--- src/rtl/adc_pkg.sv ---
// Shared types and helpers for the ADC serial readout stage.
package adc_pkg;

  typedef enum logic [1:0] {
    IDLE   = 2'd0,
    SHIFT  = 2'd1,
    OUTPUT = 2'd2
  } readout_state_e;

  localparam int AXIS_DATA_WIDTH = 32;

  function automatic int bits_per_lane(input int data_width, input int lanes);
    return data_width / lanes;
  endfunction

endpackage

--- src/rtl/adc_sck_gen.sv ---
// ADC serial clock generator: SCK_DIV clk cycles per half-period, BPL full periods
// per readout, with a strobe on every falling sck edge and done after the last one.
module adc_sck_gen #(
  parameter int SCK_DIV = 2,
  parameter int BPL     = 6
) (
  input  logic clk,
  input  logic resetn,
  input  logic start,
  input  logic enable,
  output logic sck,
  output logic strobe,
  output logic done
);

  localparam int DIV_W  = (SCK_DIV > 1) ? $clog2(SCK_DIV) : 1;
  localparam int HALF_W = $clog2(2 * BPL + 1);
  localparam logic [DIV_W-1:0]  DIV_RELOAD  = DIV_W'(SCK_DIV - 1);
  localparam logic [HALF_W-1:0] HALF_RELOAD = HALF_W'(2 * BPL - 1);

  logic              sck_q, sck_d;
  logic              done_q, done_d;
  logic [DIV_W-1:0]  div_q, div_d;
  logic [HALF_W-1:0] half_q, half_d;
  logic              tick;

  // half_q counts sck toggles still owed; sck starts high, so the final toggle is a fall
  assign tick   = enable && !done_q && (half_q != '0) && (div_q == '0);
  assign strobe = tick && sck_q;
  assign sck    = sck_q;
  assign done   = done_q;

  always_comb begin
    sck_d  = sck_q;
    done_d = done_q;
    div_d  = div_q;
    half_d = half_q;
    if (start) begin
      sck_d  = 1'b1;
      done_d = 1'b0;
      div_d  = DIV_RELOAD;
      half_d = HALF_RELOAD;
    end else if (!enable) begin
      sck_d  = 1'b0;
      done_d = 1'b0;
      div_d  = '0;
      half_d = '0;
    end else if (tick) begin
      sck_d  = !sck_q;
      div_d  = DIV_RELOAD;
      half_d = half_q - HALF_W'(1);
      if (half_q == HALF_W'(1)) done_d = 1'b1;
    end else if (!done_q && (half_q != '0)) begin
      div_d = div_q - DIV_W'(1);
    end
  end

  always_ff @(posedge clk or negedge resetn) begin
    if (!resetn) begin
      sck_q  <= 1'b0;
      done_q <= 1'b0;
      div_q  <= '0;
      half_q <= '0;
    end else begin
      sck_q  <= sck_d;
      done_q <= done_d;
      div_q  <= div_d;
      half_q <= half_d;
    end
  end

endmodule

--- src/rtl/adc_readout.sv ---
// ADC serial readout: shifts one multi-lane sample per trigger and presents it as a
// sign-extended AXI-Stream beat, grouped into packets of packet_len samples.
//
// state  | meaning
// IDLE   | waiting for trigger, ready=1
// SHIFT  | sck running, lanes shifted in on each sck fall
// OUTPUT | beat held on m_axis until handshake
module adc_readout
  import adc_pkg::*;
#(
  parameter int DATA_WIDTH = 24,
  parameter int LANES      = 4,
  parameter int SCK_DIV    = 2
) (
  input  logic                       clk,
  input  logic                       resetn,
  input  logic                       trigger,
  input  logic                       clear,
  input  logic [31:0]                packet_len,
  output logic                       sck,
  input  logic [LANES-1:0]           sdo,
  output logic [AXIS_DATA_WIDTH-1:0] m_axis_tdata,
  output logic                       m_axis_tvalid,
  input  logic                       m_axis_tready,
  output logic                       m_axis_tlast,
  output logic                       ready,
  output logic                       last,
  output logic                       overrun
);

  localparam int BPL = bits_per_lane(DATA_WIDTH, LANES);

  localparam logic [1:0] S_IDLE   = IDLE;
  localparam logic [1:0] S_SHIFT  = SHIFT;
  localparam logic [1:0] S_OUTPUT = OUTPUT;

  if (DATA_WIDTH % LANES != 0) begin : g_bad_lanes
    $fatal(1, "adc_readout: DATA_WIDTH must be a multiple of LANES");
  end
  if (DATA_WIDTH > AXIS_DATA_WIDTH || DATA_WIDTH < 1) begin : g_bad_width
    $fatal(1, "adc_readout: DATA_WIDTH must be 1..32");
  end
  if (SCK_DIV < 1) begin : g_bad_div
    $fatal(1, "adc_readout: SCK_DIV must be >= 1");
  end

  logic [1:0]                 state_q, state_d;
  logic [DATA_WIDTH-1:0]      shift_q, shift_d;
  logic [AXIS_DATA_WIDTH-1:0] tdata_q, tdata_d;
  logic                       tvalid_q, tvalid_d;
  logic [31:0]                cnt_q, cnt_d;
  logic [31:0]                len_q, len_d;
  logic                       overrun_q, overrun_d;
  logic [BPL:0]               lane_tmp;
  logic                       accept, handshake, strobe, done;

  assign ready         = (state_q == S_IDLE) && !tvalid_q;
  assign accept        = trigger && ready;
  assign handshake     = tvalid_q && m_axis_tready;
  // tlast is derived live from the counter so a clear re-evaluates a pending beat
  assign m_axis_tlast  = tvalid_q && (cnt_q == len_q - 32'd1);
  assign last          = handshake && m_axis_tlast;
  assign m_axis_tdata  = tdata_q;
  assign m_axis_tvalid = tvalid_q;
  assign overrun       = overrun_q;

  adc_sck_gen #(
    .SCK_DIV (SCK_DIV),
    .BPL     (BPL)
  ) u_sck_gen (
    .clk    (clk),
    .resetn (resetn),
    .start  (accept),
    .enable (state_q == S_SHIFT),
    .sck    (sck),
    .strobe (strobe),
    .done   (done)
  );

  always_comb begin
    state_d   = state_q;
    shift_d   = shift_q;
    tdata_d   = tdata_q;
    tvalid_d  = tvalid_q;
    cnt_d     = cnt_q;
    len_d     = len_q;
    overrun_d = overrun_q;
    lane_tmp  = '0;

    case (state_q)
      S_IDLE: begin
        if (accept) state_d = S_SHIFT;
      end
      S_SHIFT: begin
        if (strobe) begin
          for (int k = 0; k < LANES; k++) begin
            lane_tmp = {shift_q[k*BPL +: BPL], sdo[k]};
            shift_d[k*BPL +: BPL] = lane_tmp[BPL-1:0];
          end
        end
        if (done) begin
          tdata_d  = AXIS_DATA_WIDTH'($signed(shift_q));
          tvalid_d = 1'b1;
          state_d  = S_OUTPUT;
        end
      end
      S_OUTPUT: begin
        if (handshake) begin
          tvalid_d = 1'b0;
          state_d  = S_IDLE;
        end
      end
      default: state_d = S_IDLE;
    endcase

    if (accept && (cnt_q == 32'd0 || clear)) len_d = (packet_len == 32'd0) ? 32'd1 : packet_len;

    if (clear) cnt_d = 32'd0;
    else if (handshake) cnt_d = m_axis_tlast ? 32'd0 : cnt_q + 32'd1;

    if (clear) overrun_d = 1'b0;
    else if (trigger && !ready) overrun_d = 1'b1;
  end

  always_ff @(posedge clk or negedge resetn) begin
    if (!resetn) begin
      state_q   <= S_IDLE;
      shift_q   <= '0;
      tdata_q   <= '0;
      tvalid_q  <= 1'b0;
      cnt_q     <= 32'd0;
      len_q     <= 32'd1;
      overrun_q <= 1'b0;
    end else begin
      state_q   <= state_d;
      shift_q   <= shift_d;
      tdata_q   <= tdata_d;
      tvalid_q  <= tvalid_d;
      cnt_q     <= cnt_d;
      len_q     <= len_d;
      overrun_q <= overrun_d;
    end
  end

endmodule

--- config.mk ---
export PLATFORM = sky130hd
export DESIGN_NAME = adc_readout
export DESIGN_NICKNAME = d
export VERILOG_FILES = /design/src/rtl/adc_pkg.sv /design/src/rtl/adc_sck_gen.sv /design/src/rtl/adc_readout.sv
export SDC_FILE = /design/constraint.sdc
export NUM_CORES = 1
export LEC_CHECK = 0
export CAP_MARGIN = 20
export CELL_PAD_IN_SITES_DETAIL_PLACEMENT = 1
export CELL_PAD_IN_SITES_GLOBAL_PLACEMENT = 1
export CORE_UTILIZATION = 48
export DETAILED_ROUTE_END_ITERATION = 16
export GPL_ROUTABILITY_DRIVEN = 0
export HOLD_SLACK_MARGIN = 0.05
export PLACE_DENSITY_LB_ADDON = 0.1
export SLEW_MARGIN = 20
export SYNTH_ARGS = -nofsm -noshare
export SYNTH_HDL_FRONTEND = slang
export SYNTH_SLANG_ARGS = --single-unit
--- constraint.sdc ---
create_clock -name clk -period 8.45 [get_ports clk]
set_clock_uncertainty 0.05 [all_clocks]
set_input_delay 0.845 -clock clk [delete_from_list [all_inputs] [get_ports clk]]
set_output_delay 0.845 -clock clk [all_outputs]
set_load 0.01 [all_outputs]
== After elaboration in Yosys (flattened, before gate mapping) ==
Index checks and enable logic that the tools add are counted.

* Memories: 0
* Logic and storage cells: 82
* Memory bits (read-only): 0
* Flip-flop bits (word level): 123
* Bits of input ports: 41
* Bits in writable memories: 0
* Bits in latches: 0

* Bitwise gates (word level): 1
* Eq/ne operators: 10
* Multipliers: 0
* $lt $le $gt $ge: 0
* Reductions and logical operators: 29
* Add/subtract/negate cells: 4
* Div/mod/pow operators: 0
* Shift-type cells: 0
* Mux-type cells: 27

{| class="wikitable"
|+ Operators with widths
! kind !! count
|-
| 2-to-1 mux 32 bit || 4
|-
| logical NOT 32 bit || 2
|-
| adder 32 x 1 -> 32 bit (second input constant) || 1
|-
| == test 32 bit || 1
|-
| subtractor 32 x 1 -> 32 bit (second input constant) || 1
|-
| 2-to-1 mux 1 bit || 15
|-
| logical AND 1 bit || 12
|-
| 2-to-1 mux 4 bit || 3
|-
| 2-to-1 mux 2 bit || 3
|-
| != test 2 bit (second input constant) || 3
|-
| != test 3 bit (second input constant) || 2
|-
| one-hot mux 2 bit (3 select lines) || 1
|-
| AND reduction 2 bit || 3
|-
| AND reduction 3 bit || 2
|-
| nonzero test 2 bit || 3
|-
| == test 4 x 1 -> 1 bit (second input constant) || 1
|-
| logical NOT 1 bit || 4
|-
| != test 4 bit (second input constant) || 1
|-
| nonzero test 4 bit || 1
|-
| subtractor 4 x 1 -> 4 bit (second input constant) || 1
|-
| == test 2 x 1 -> 1 bit (second input constant) || 1
|-
| == test 2 bit (second input constant) || 1
|-
| logical NOT 2 bit || 1
|-
| one-hot mux 1 bit (2 select lines) || 1
|-
| 3 further kinds || 3
|}

== Depth between registers and ports, before layout ==
Gate-level depths: netlist of the first run.

* Word-level depth: 7
* Gate-level depth with buffers: 12
* Mapped depth without buffers: 10

== Cells and area by module ==
A second synthesis of the first run with hierarchy kept.

* Cell total of the unflattened synthesis: 687
* Area, all modules: 6906.6 µm²

{| class="wikitable"
|+ By module, submodules not included
! module !! area an instance (µm²) !! cells each !! times used !! sequential area each (µm²)
|-
| adc_readout || 6476.2 || 645 || 1 || 2904.0
|-
| adc_sck_gen || 430.4 || 42 || 1 || 175.2
|}

== Worst setup path before layout of the first run ==
No wires, ideal clock.

* Path kind: flip-flop to output port
* Start point: reg len_q[2]
* End point: out last
* Data arrival time: 2460 ps
* Cell stages (with the launch flop): 10
* Buffers on the path: 2
* Data required time: 7555 ps
* Path slack: 5095 ps
* Cell sequence: dfrtp_1 > buf_6 > or4_1 > buf_2 > or4_4 > mux2i_1 > a211oi_2 > nor2_1 > nand4_1 > nor3_1

* Longest elaborated chain between the ends: 4

{| class="wikitable"
|+ RTL lines
! item !! RTL line !! text
|-
| start, declared || adc_readout.sv:52 || <nowiki>logic [31:0] len_q, len_d;</nowiki>
|-
| start signal, assigned || adc_readout.sv:140 || <nowiki>len_q <= len_d;</nowiki>
|-
| subtractor 32 x 1 -> 32 bit || adc_readout.sv:61 || <nowiki>assign m_axis_tlast = tvalid_q && (cnt_q == len_q - 32'd1);</nowiki>
|-
| == test 32 bit || adc_readout.sv:61 ||
|-
| logical AND 1 bit || adc_readout.sv:61 ||
|-
| logical AND 1 bit || adc_readout.sv:62 || <nowiki>assign last = handshake && m_axis_tlast;</nowiki>
|-
| end, declared || adc_readout.sv:27 || <nowiki>output logic last,</nowiki>
|}

Every way passes these cells.

== Worst setup path in the final report of the first run ==
Ends and elaborated chain as after synthesis.

==> metrics.csv, run 1 <==
stage,metric,value,unit
yosys,syn nets,728,
floorplanning,chip height,123,um
critical_path,CP Capture Type,output pin,
critical_path,buffer and inverter count on the worst path,1,
yosys,adder-cell share of the synthesized area,0.00896,
grt,first-pass GRT wire length,31.8,mm
yosys,"Warnings, synthesis",0,
grt,all-layer global routing usage,0.281,
routing,DR vias/cell,6.12,
critical_path,Top delay family on crit path,simple AND/OR/NAND/NOR gates,
routing,routed wl met3,902,um
yosys,Mapped Avg Cell Area,10.2,um2
grt,largest net degree at the start of global routing,67,
floorplanning,core footprint,14000,um2
power_and_ir_drop,Pwr Total,2.79,mW
yosys,"FF+latch count, synth",123,
power_and_ir_drop,pwr/cell area,333,nW/um2
critical_path,CP max FO,10,
routing,Antenna Nets Post-Route,0,
cts,H-tree Lvls,4,
floorplanning,die width,123,um
sta,Final setup viols,0,
floorplanning,die area,15000,um2
place,Place WS,3880,ps
cts,post_cts resized,0,
sta,RSZ-0062 raised after global routing,no,
yosys,Compound-Gate Fraction of Synth Area,0.104,
hold_path,min-delay worst type,register to register,
final_layout,"commonest non-fill, non-tap cell in the layout",dfrtp_1,
status,run status,finished clean,
routing,wire per inst,21.6,um
power_and_ir_drop,Worst VDD drop,319,uV
sta,final setup margin,3700,ps
floorplanning,initial cell density of the core,0.497,
floorplanning,# rows,43,
routing,routed metal-1 wirelength,8.17,mm
final_layout,"Core Util, Final",0.596,
final_layout,synth-to-layout area growth,19.8,%
final_layout,Nets,770,
sta,Worst slew margin,0.396,
place,I/O Buffers,78,
critical_path,crit path launch type,register,
sta,Final Hold Vio Count,0,
yosys,Post-Synth XOR/XNOR Area,0.0615,
final_layout,Filler Cell Count,1475,
sta,crit share post-route,0.562,
yosys,area share of and/or/nand/nor cells after synthesis,0.197,
sta,Fmax,210,MHz
cts,CTS root buf,clkbuf_16,
critical_path,Worst EP required,7560,ps
cts,post-CTS setup buffers,0,
critical_path,Slowest cell on crit path,nor4_2,
yosys,"Top FF cell, synth",dfrtp_1,
grt,initial antenna violation count,0,
cts,CTS tree,built,
cts,"CTS clk-pin slew, worst paths",60,ps
final_layout,share of cells above drive strength 1,0.201,
cts,clk_lat worst skew,430,ps
cts,Inserted Clock Buffers,17,
critical_path,worst path arrival time,3860,ps
cts,CTS sink count,123,
sta,post-layout min period,4750,ps
critical_path,critical-path cell list,"nor4_2, nand2_1, nor4_1, mux2i_1, nand3b_1, a211o_1, nor3_1, clkdlybuf4s50_1",
routing,Vias,5615,
yosys,ys async rst share,1.00,
critical_path,Crit path largest cell delay,700,ps
yosys,post-synthesis mux area share,0.136,
routing,DRC,0,
routing,DR WL met2,10.2,mm
sta,Slew Limit Fails,0,
final_layout,# diodes,0,
place,detailed placement HPWL,13.4,mm
cts,clk buf depth,2,
grt,vias in the first global route,5976,
yosys,Syn Inst Count,682,
critical_path,Crit Path Class,register to output pin,
yosys,largest family of logic cells by synthesized area,simple AND/OR/NAND/NOR gates,
routing,top sig layer,met4,
routing,"wirelength, routed",19.8,mm
sta,Setup TNS Final,0,ps
floorplanning,I/O pin count,79,
cts,Post-CTS Hold Buffers,0,
final_layout,"commonest cells after routing, fill and taps aside","dfrtp_1 (122), mux2_2 (79), clkdlybuf4s50_1 (77), nand2_1 (54), nand4_1 (36)",
yosys,cell area after synthesis,6980,um2
grt,grt ovf,0,
sta,Slew @ Worst Pin,904,ps
yosys,"EDFF count, synth",0,
yosys,Yosys cell types,64,
power_and_ir_drop,Leakage,3.27,nW
routing,router iterations before antenna repair,6,
job,max-cap violations,0,
routing,Starting DRT DRC Count,335,
yosys,post-synthesis sequential area ratio,0.441,
## area by class of cell
cell class / count / area (um2) / share of cell area
flip-flops and latches: 123 / 3080 / 0.368
clock buffers: 19 / 453 / 0.0541
repair buffers: 84 / 831 / 0.0993
inverters: 19 / 71.3 / 0.00853
multi-input cells: 479 / 3550 / 0.425
clock inverters: 13 / 153 / 0.0182
well taps: 180 / 225 / 0.0269
## path summary, 6_finish.rpt
| path | startpoint | to | slack (ps) | depth (start not counted) |
|---|---|---|---|---|
| max in group asynchronous | resetn | shift_q[2] | 6590 | 2 |
| hold reg to reg | m_axis_tdata[3] | m_axis_tdata[3] | 460 | 1 |
| setup / recovery | len_q[2] | last | 3700 | 8 |
| setup reg to reg | len_q[6] | cnt_q[9] | 3740 | 8 |
| hold / removal | m_axis_tdata[3] | m_axis_tdata[3] | 460 | 1 |
| min in group asynchronous | resetn | cnt_q[7] | 500 | 1 |
## metrics by stage
| stage | instances | hold WS [ps] | instance area, um2 |
|---|---|---|---|
| 6_report | 917 | 457 | 8370 |
| 5_1_grt | 917 | 477 | 8370 |
| 4_1_cts | 916 | 459 | 8350 |
| 3_5_place_dp | 884 | 445 | 7740 |
| 3_3_place_gp | 884 | 435 | 7740 |
| 2_1_floorplan | 682 | 427 | 6980 |
## Yosys cell counts, types with 8 or more instances
master / number / share of area
dfrtp_1: 122 / 0.44
mux2_2: 79 / 0.13
nand2_1: 54 / 0.029
clkbuf_1: 41 / 0.022
nand4_1: 36 / 0.032
nor2_1: 34 / 0.018
xnor2_1: 31 / 0.039
nand3_1: 29 / 0.021
nor4_1: 29 / 0.026
nor3_1: 20 / 0.014
inv_1: 19 / 0.010
xor2_1: 18 / 0.023
o311ai_2: 12 / 0.028
o21ai_0: 11 / 0.0079
a31oi_1: 10 / 0.0090
a21oi_1: 9 / 0.0065
buf_4: 8 / 0.0086
o21ai_1: 8 / 0.0057
## where the power goes
part	switching (mW)	internal, mW	total [mW]
clock	0.296	0.457	0.752
combinational	0.481	0.512	0.993
sequential	0.246	0.795	1.04
total	1.02	1.76	2.79
## state kept, by name (all words and copies together), names as in the netlist
signal and flops:
cnt_q 32, u_sck_gen.done 1, m_axis_tdata 24, len_q 32, state_q 2, m_axis_tvalid 1
shift_q 24, u_sck_gen.div_q 1, u_sck_gen.half_q 4, overrun 1, u_sck_gen.sck 1
## cell families (layout without fill, tap and decap cells)
| group | Yosys count | in the layout |
|---|---|---|
| flops | 123 | 123 |
| mux | 85 | 85 |
| xor+xnor | 49 | 49 |
| fa+ha+maj | 5 | 5 |
| compound gates | 88 | 88 |
| simple gates | 252 | 252 |
| buf+inv | 80 | 135 |
## per-layer routing
layer / GRT usage / vias up
met2: 0.485 / 154
li1: - / 2589
met3: 0.0669 / 41
met5: 0 / -
met4: 0.126 / 0
met1: 0.331 / 2831
(Power assumes the default switching activity.)
==> run 2, diff against run 1 <==
- CORE_UTILIZATION: 48 -> 40
- clock period: 8.45 -> 4.1 ns (I/O delays scaled with it)
==> run 2 against run 1 <==
Against the previous run: hold slack lost 410 ps; via count rose by 0.37%; final area rose by 1.8%; critical endpoint is now m_axis_tlast.
==> metrics.csv, run 2 (synthesized netlist as in run 1, its figures left out) <==
stage,metric,value,unit,change
status,run status,finished clean,,unchanged
routing,Antenna Nets Post-Route,0,,unchanged
cts,Post-CTS Hold Buffers,0,,unchanged
routing,DRC,0,,unchanged
final_layout,Nets,780,,was 770
critical_path,CP Capture Type,output pin,,unchanged
sta,Fmax,255,MHz,
final_layout,"commonest non-fill, non-tap cell in the layout",dfrtp_1,,unchanged
cts,CTS tree,built,,unchanged
final_layout,Multi-input gate area,3590,um2,was 3550 um2
final_layout,# diodes,0,,unchanged
sta,Worst slew margin,0.424,,was 0.396
routing,"wirelength, routed",19.7,mm,was 19.8 mm
power_and_ir_drop,Worst VDD drop,432,uV,was 319 uV
grt,all-layer global routing usage,0.234,,was 0.281
sta,Slew @ Worst Pin,864,ps,was 904 ps
floorplanning,# rows,47,,was 43
grt,vias in the first global route,6002,,"was 5,976"
grt,largest net degree at the start of global routing,68,,was 67
floorplanning,core footprint,16800,um2,"was 14,000 um2"
cts,clk_lat worst skew,430,ps,about the same
place,placed cells,933,,was 884
sta,Setup TNS Final,0,ps,unchanged
critical_path,crit path launch type,register,,unchanged
routing,router iterations before antenna repair,4,,was 6
floorplanning,chip height,134,um,was 123 um
grt,initial antenna violation count,0,,unchanged
sta,RSZ-0062 raised after global routing,no,,unchanged
job,max-cap violations,0,,unchanged
sta,Final Hold Vio Count,0,,unchanged
floorplanning,die width,134,um,was 123 um
floorplanning,die area,18000,um2,"was 15,000 um2"
final_layout,Largest regs,"cnt_q (32), len_q (32)",,unchanged
critical_path,worst path arrival time,3460,ps,was 3860 ps
cts,clk buf depth,2,,unchanged
critical_path,Worst EP required,3640,ps,was 7560 ps
critical_path,critical-path cell list,"or4_2, nor2_1, a31o_2, nand4_1, nand3b_1, a211o_1, nor2_2, clkdlybuf4s50_1",,"was nor4_2, nand2_1, nor4_1, mux2i_1, nand3b_1, a211o_1, nor3_1, clkdlybuf4s50_1"
grt,grt ovf,0,,unchanged
routing,wire per inst,20.3,um,was 21.6 um
routing,DR vias/cell,5.83,,was 6.12
grt,first-pass GRT wire length,32.7,mm,was 31.8 mm
cts,Inserted Clock Buffers,17,,unchanged
final_layout,synth-to-layout area growth,22.0,%,was 19.8%
final_layout,Filler Cell Count,1880,,"was 1,475"
critical_path,Crit path largest cell delay,730,ps,was 700 ps
cts,H-tree Lvls,4,,unchanged
floorplanning,I/O pin count,79,,unchanged
routing,Vias,5636,,"was 5,615"
routing,Starting DRT DRC Count,253,,was 335
cts,CTS root buf,clkbuf_16,,unchanged
cts,"CTS clk-pin slew, worst paths",60,ps,about the same
cts,CTS sink count,123,,unchanged
floorplanning,initial cell density of the core,0.415,,was 0.497
hold_path,min-delay worst type,input pin to asynchronous set/reset pin,,was register to register
final_layout,total area of sequential cells,3080,um2,about the same
critical_path,Top delay family on crit path,simple AND/OR/NAND/NOR gates,,unchanged
sta,Final setup viols,0,,unchanged
place,I/O Buffers,78,,unchanged
power_and_ir_drop,pwr/cell area,673,nW/um2,was 333 nW/um2
critical_path,CP max FO,7,,was 10
sta,Slew Limit Fails,0,,unchanged
critical_path,Slowest cell on crit path,or4_2,,was nor4_2
place,detailed placement HPWL,13.8,mm,was 13.4 mm
final_layout,fin cells,967,,was 917
critical_path,buffer and inverter count on the worst path,1,,unchanged
final_layout,"commonest cells after routing, fill and taps aside","dfrtp_1 (119), mux2_2 (79), clkdlybuf4s50_1 (76), nand2_1 (54), nand4_1 (36)",,"was dfrtp_1 (122), mux2_2 (79), clkdlybuf4s50_1 (77), nand2_1 (54), nand4_1 (36)"
sta,post-layout min period,3920,ps,
critical_path,Crit Path Class,register to output pin,,unchanged
final_layout,share of cells above drive strength 1,0.221,,was 0.201
power_and_ir_drop,Leakage,3.35,nW,was 3.27 nW
sta,crit share post-route,0.956,,
run 2: changes by cell type in the layout (fill, tap and decap cells not counted), sizes merged:
cell / before / now
dlymetal6s2s: 0 / 1
clkdlybuf4s50: 77 / 76
or4: 7 / 8
clkinv: 1 / 4
clkbuf: 19 / 18
clkinvlp: 3 / 1
buf: 7 / 16
run 2: worst register-to-register path, cell delays in order, from the launching register on:
cell	delay [ps]
dfrtp_1	520
or4_2	740
nor2_1	290
a31o_2	210
nand4_1	100
a2111oi_0	570
nand4_2	210
nand2_2	320
buf_12	210
o311ai_2	110
run 2: repair_timing:
| action | CTS | global route |
|---|---|---|
| endpoints found under the hold margin | 0 | 0 |
| pin swaps | 1 | 3 |
| gates cloned | 0 | 1 |
| buffers inserted | 0 | 1 |
| setup endpoints to repair | 2 | 2 |
| resized for setup | 2 | 7 |
run 2: where the power goes:
group	total, mW	internal [mW]	switching, mW
clock	1.53	0.923	0.603
combinational	2.06	1.08	0.975
sequential	2.15	1.64	0.510
run 2: metal layers:
metal	global-route usage	share of wire
met4	0.0762	0.017
met1	0.290	0.42
met3	0.0593	0.041
met2	0.399	0.52
met5	0	0
run 2: cell type report:
class / instances / area share
multi-input cells: 480 / 0.421
flip-flops and latches: 123 / 0.362
repair buffers: 93 / 0.106
clock buffers: 18 / 0.0516
well taps: 220 / 0.0323
clock inverters: 14 / 0.0184
inverters: 19 / 0.00837
run 2: final timing paths:
check | from | to | depth (start not counted) | slack (ps)
worst max register to register | len_q[4] | cnt_q[28] | 9 | 640
worst max-delay path | len_q[4] | m_axis_tlast | 8 | 180
worst min register to register | shift_q[23] | shift_q[23] | 1 | 450
max in group asynchronous | resetn | len_q[0] | 2 | 3000
worst min-delay path | resetn | cnt_q[22] | 1 | 50
min in group clk | shift_q[23] | shift_q[23] | 1 | 450
run 2: stage by stage:
step / setup slack, ps / cell area, um2 / hold WS (ps) / power, mW / utilization
finish: 182 / 8520 / 45.0 / 5.74 / 0.506
global route: 6.34 / 8520 / 118 / 6.10 / 0.506
CTS: 8.27 / 8480 / 76.0 / 5.77 / 0.504
detailed placement: 254 / 7880 / 443 / 4.17 / 0.468
global placement: 322 / 7880 / 434 / 4.07 / 0.468
floorplan: 1170 / 6980 / 64.4 / 3.39 / -
==> run 3, diff against run 2 <==
- CAP_MARGIN: 20 -> default
- CORE_UTILIZATION: 40 -> 38
- CTS_CLUSTER_SIZE: default -> 14
==> run 3 against run 2 <==
Against the previous run: power barely moved; worst setup slack worse by 55 ps; hold slack better by 410 ps; combinational power about the same; final cell count increased by 0.52%; utilization is 3.2 points lower; critical path type unchanged; largest cell class unchanged.
==> metrics.csv, run 3 (synthesized netlist as in run 1, its figures left out) <==
stage,metric,value,unit,change
power_and_ir_drop,pwr/cell area,674,nW/um2,was 673 nW/um2
grt,GR met2 Demand/Resource,0.367,,was 0.399
sta,Slew Limit Fails,0,,unchanged
floorplanning,I/O pin count,79,,unchanged
grt,routing usage on met1,0.269,,was 0.290
cts,clk buf depth,2,,unchanged
grt,met3 usage,0.0556,,was 0.0593
final_layout,"commonest non-fill, non-tap cell in the layout",dfrtp_1,,unchanged
job,max-cap violations,0,,unchanged
place,detailed placement HPWL,14.2,mm,was 13.8 mm
critical_path,"most used cell, CP",nor3_1,,
grt,GR peak layer,met2,,unchanged
cts,Inserted Clock Buffers,17,,unchanged
routing,wire per inst,20.2,um,was 20.3 um
final_layout,Largest regs,"cnt_q (32), len_q (32)",,unchanged
routing,router iterations before antenna repair,5,,was 4
critical_path,Top delay family on crit path,simple AND/OR/NAND/NOR gates,,unchanged
sta,Final Hold Vio Count,0,,unchanged
sta,post-layout min period,3970,ps,was 3920 ps
critical_path,worst reg2reg startpoint,len_q[22],,was len_q[4]
sta,crit share post-route,0.969,,was 0.956
routing,Antenna Nets Post-Route,0,,unchanged
sta,Setup TNS Final,0,ps,unchanged
critical_path,Worst Setup SP,len_q[2],,was len_q[4]
cts,clk_lat worst skew,420,ps,was 430 ps
sta,Fmax,252,MHz,was 255 MHz
sta,RSZ-0062 raised after global routing,no,,unchanged
final_layout,Nets,776,,was 780
critical_path,Crit Path Class,register to output pin,,unchanged
critical_path,Slowest cell on crit path,or4_4,,was or4_2
grt,grt ovf,0,,unchanged
final_layout,# diodes,0,,unchanged
status,run status,finished clean,,unchanged
place,I/O Buffers,78,,unchanged
sta,Slew @ Worst Pin,929,ps,was 864 ps
sta,Final setup viols,0,,unchanged
critical_path,critical-path cell list,"or4_4, o31a_1, nor4b_1, nor3_1, nor2_1, nand4_1, nor3_1, clkdlybuf4s50_1",,"was or4_2, nor2_1, a31o_2, nand4_1, nand3b_1, a211o_1, nor2_2, clkdlybuf4s50_1"
critical_path,CP max FO,10,,was 7
critical_path,Crit path largest cell delay,660,ps,was 730 ps
grt,initial antenna violation count,0,,unchanged
floorplanning,die width,138,um,was 134 um
cts,post-CTS setup buffers,0,,unchanged
cts,CTS tree,built,,unchanged
power_and_ir_drop,Pwr Total,5.74,mW,about the same
cts,H-tree Lvls,4,,unchanged
floorplanning,die area,18900,um2,"was 18,000 um2"
sta,Worst slew margin,0.379,,was 0.424
routing,"wirelength, routed",19.7,mm,about the same
critical_path,CP Capture Type,output pin,,unchanged
critical_path,buffer and inverter count on the worst path,1,,unchanged
routing,DR vias/cell,5.83,,about the same
grt,vias in the first global route,5774,,"was 6,002"
final_layout,"commonest cells after routing, fill and taps aside","dfrtp_1 (122), mux2_2 (79), clkdlybuf4s50_1 (77), nand2_1 (54), nand4_1 (36)",,"was dfrtp_1 (119), mux2_2 (79), clkdlybuf4s50_1 (76), nand2_1 (54), nand4_1 (36)"
sta,final hold slack,458,ps,was 45.0 ps
cts,CTS sink count,123,,unchanged
critical_path,crit path launch type,register,,unchanged
hold_path,Hold Crit Start,m_axis_tdata[6],,
routing,DRC,0,,unchanged
final_layout,"Core Util, Final",0.474,,was 0.506
power_and_ir_drop,Leakage,3.32,nW,was 3.35 nW
grt,all-layer global routing usage,0.218,,was 0.234
power_and_ir_drop,Worst VDD drop,372,uV,was 432 uV
critical_path,Worst EP required,3640,ps,about the same
grt,largest net degree at the start of global routing,60,,was 68
final_layout,share of cells above drive strength 1,0.213,,was 0.221
cts,CTS root buf,clkbuf_16,,unchanged
floorplanning,# rows,49,,was 47
floorplanning,initial cell density of the core,0.389,,was 0.415
critical_path,worst path arrival time,3510,ps,was 3460 ps
floorplanning,core footprint,18000,um2,"was 16,800 um2"
routing,Vias,5662,,"was 5,636"
hold_path,min-delay worst type,register to register,,was input pin to asynchronous set/reset pin
cts,"CTS clk-pin slew, worst paths",60,ps,about the same
floorplanning,chip height,138,um,was 134 um
routing,Starting DRT DRC Count,299,,was 253
grt,first-pass GRT wire length,31.3,mm,was 32.7 mm
final_layout,synth-to-layout area growth,22.0,%,about the same
[run 3: changes by cell type in the layout (fill, tap and decap cells not counted), sizes merged]
cell	delta
clkinv	-4
clkinvlp	+1
dlygate4sd3	+1
or4	-1
clkdlybuf4s50	+1
dlymetal6s2s	-1
buf	-4
inv	+3
[run 3: final cells by class]
class,instances,area [um2]
fillers,1961,9450
flip-flops and latches,123,3080
clock inverters,14,170
repair buffers,90,883
inverters,19,71.3
well taps,229,287
multi-input cells,479,3580
clock buffers,18,439
[run 3: worst reg2reg max path: cells and delay by family, from the launching register on]
| kind | cells | cell delay [ps] |
|---|---|---|
| AOI/OAI and AO/OA | 3 | 810 |
| xor gates and xnor gates | 1 | 180 |
| buffers and inverters | 1 | 210 |
| DFF | 1 | 440 |
| and+or+nand+nor | 4 | 1550 |
[run 3: path summary, 6_finish.rpt]
check	endpoint	slack (ps)	cells after the start
min in group asynchronous	cnt_q[4]	550	2
worst max register to register	cnt_q[16]	720	9
worst min-delay path	m_axis_tdata[6]	460	1
max in group asynchronous	len_q[0]	2450	3
worst min register to register	m_axis_tdata[6]	460	1
worst max-delay path	last	130	8
[run 3: timing repair]
| action | in CTS | in global routing |
|---|---|---|
| hold buffers | 1 | 0 |
| endpoints found under the setup margin | 0 | 2 |
| resized for setup | 0 | 5 |
| hold endpoints to repair | 6 | 0 |
[run 3: stage by stage]
step | area [um2] | worst slack (ps) | instances
global placement | 7870 | 502 | 939
finish | 8510 | 126 | 972
global route | 8510 | 1.84 | 972
detailed placement | 7870 | 466 | 939
CTS | 8490 | 13.9 | 972
floorplan | 6980 | 1170 | 682
[run 3: power by group]
| group | switching [mW] | internal (mW) | total, mW |
|---|---|---|---|
| Sequential | 0.499 | 1.64 | 2.14 |
| Combinational | 0.974 | 1.07 | 2.04 |
| Clock | 0.624 | 0.936 | 1.56 |
[run 3: metal layers]
| layer | wire length, um | vias to the layer above |
|---|---|---|
| met5 | 0 | - |
| met4 | 480 | 0 |
| met3 | 757 | 27 |
| met2 | 10000 | 127 |
| met1 | 8400 | 2903 |
| li1 | - | 2605 |
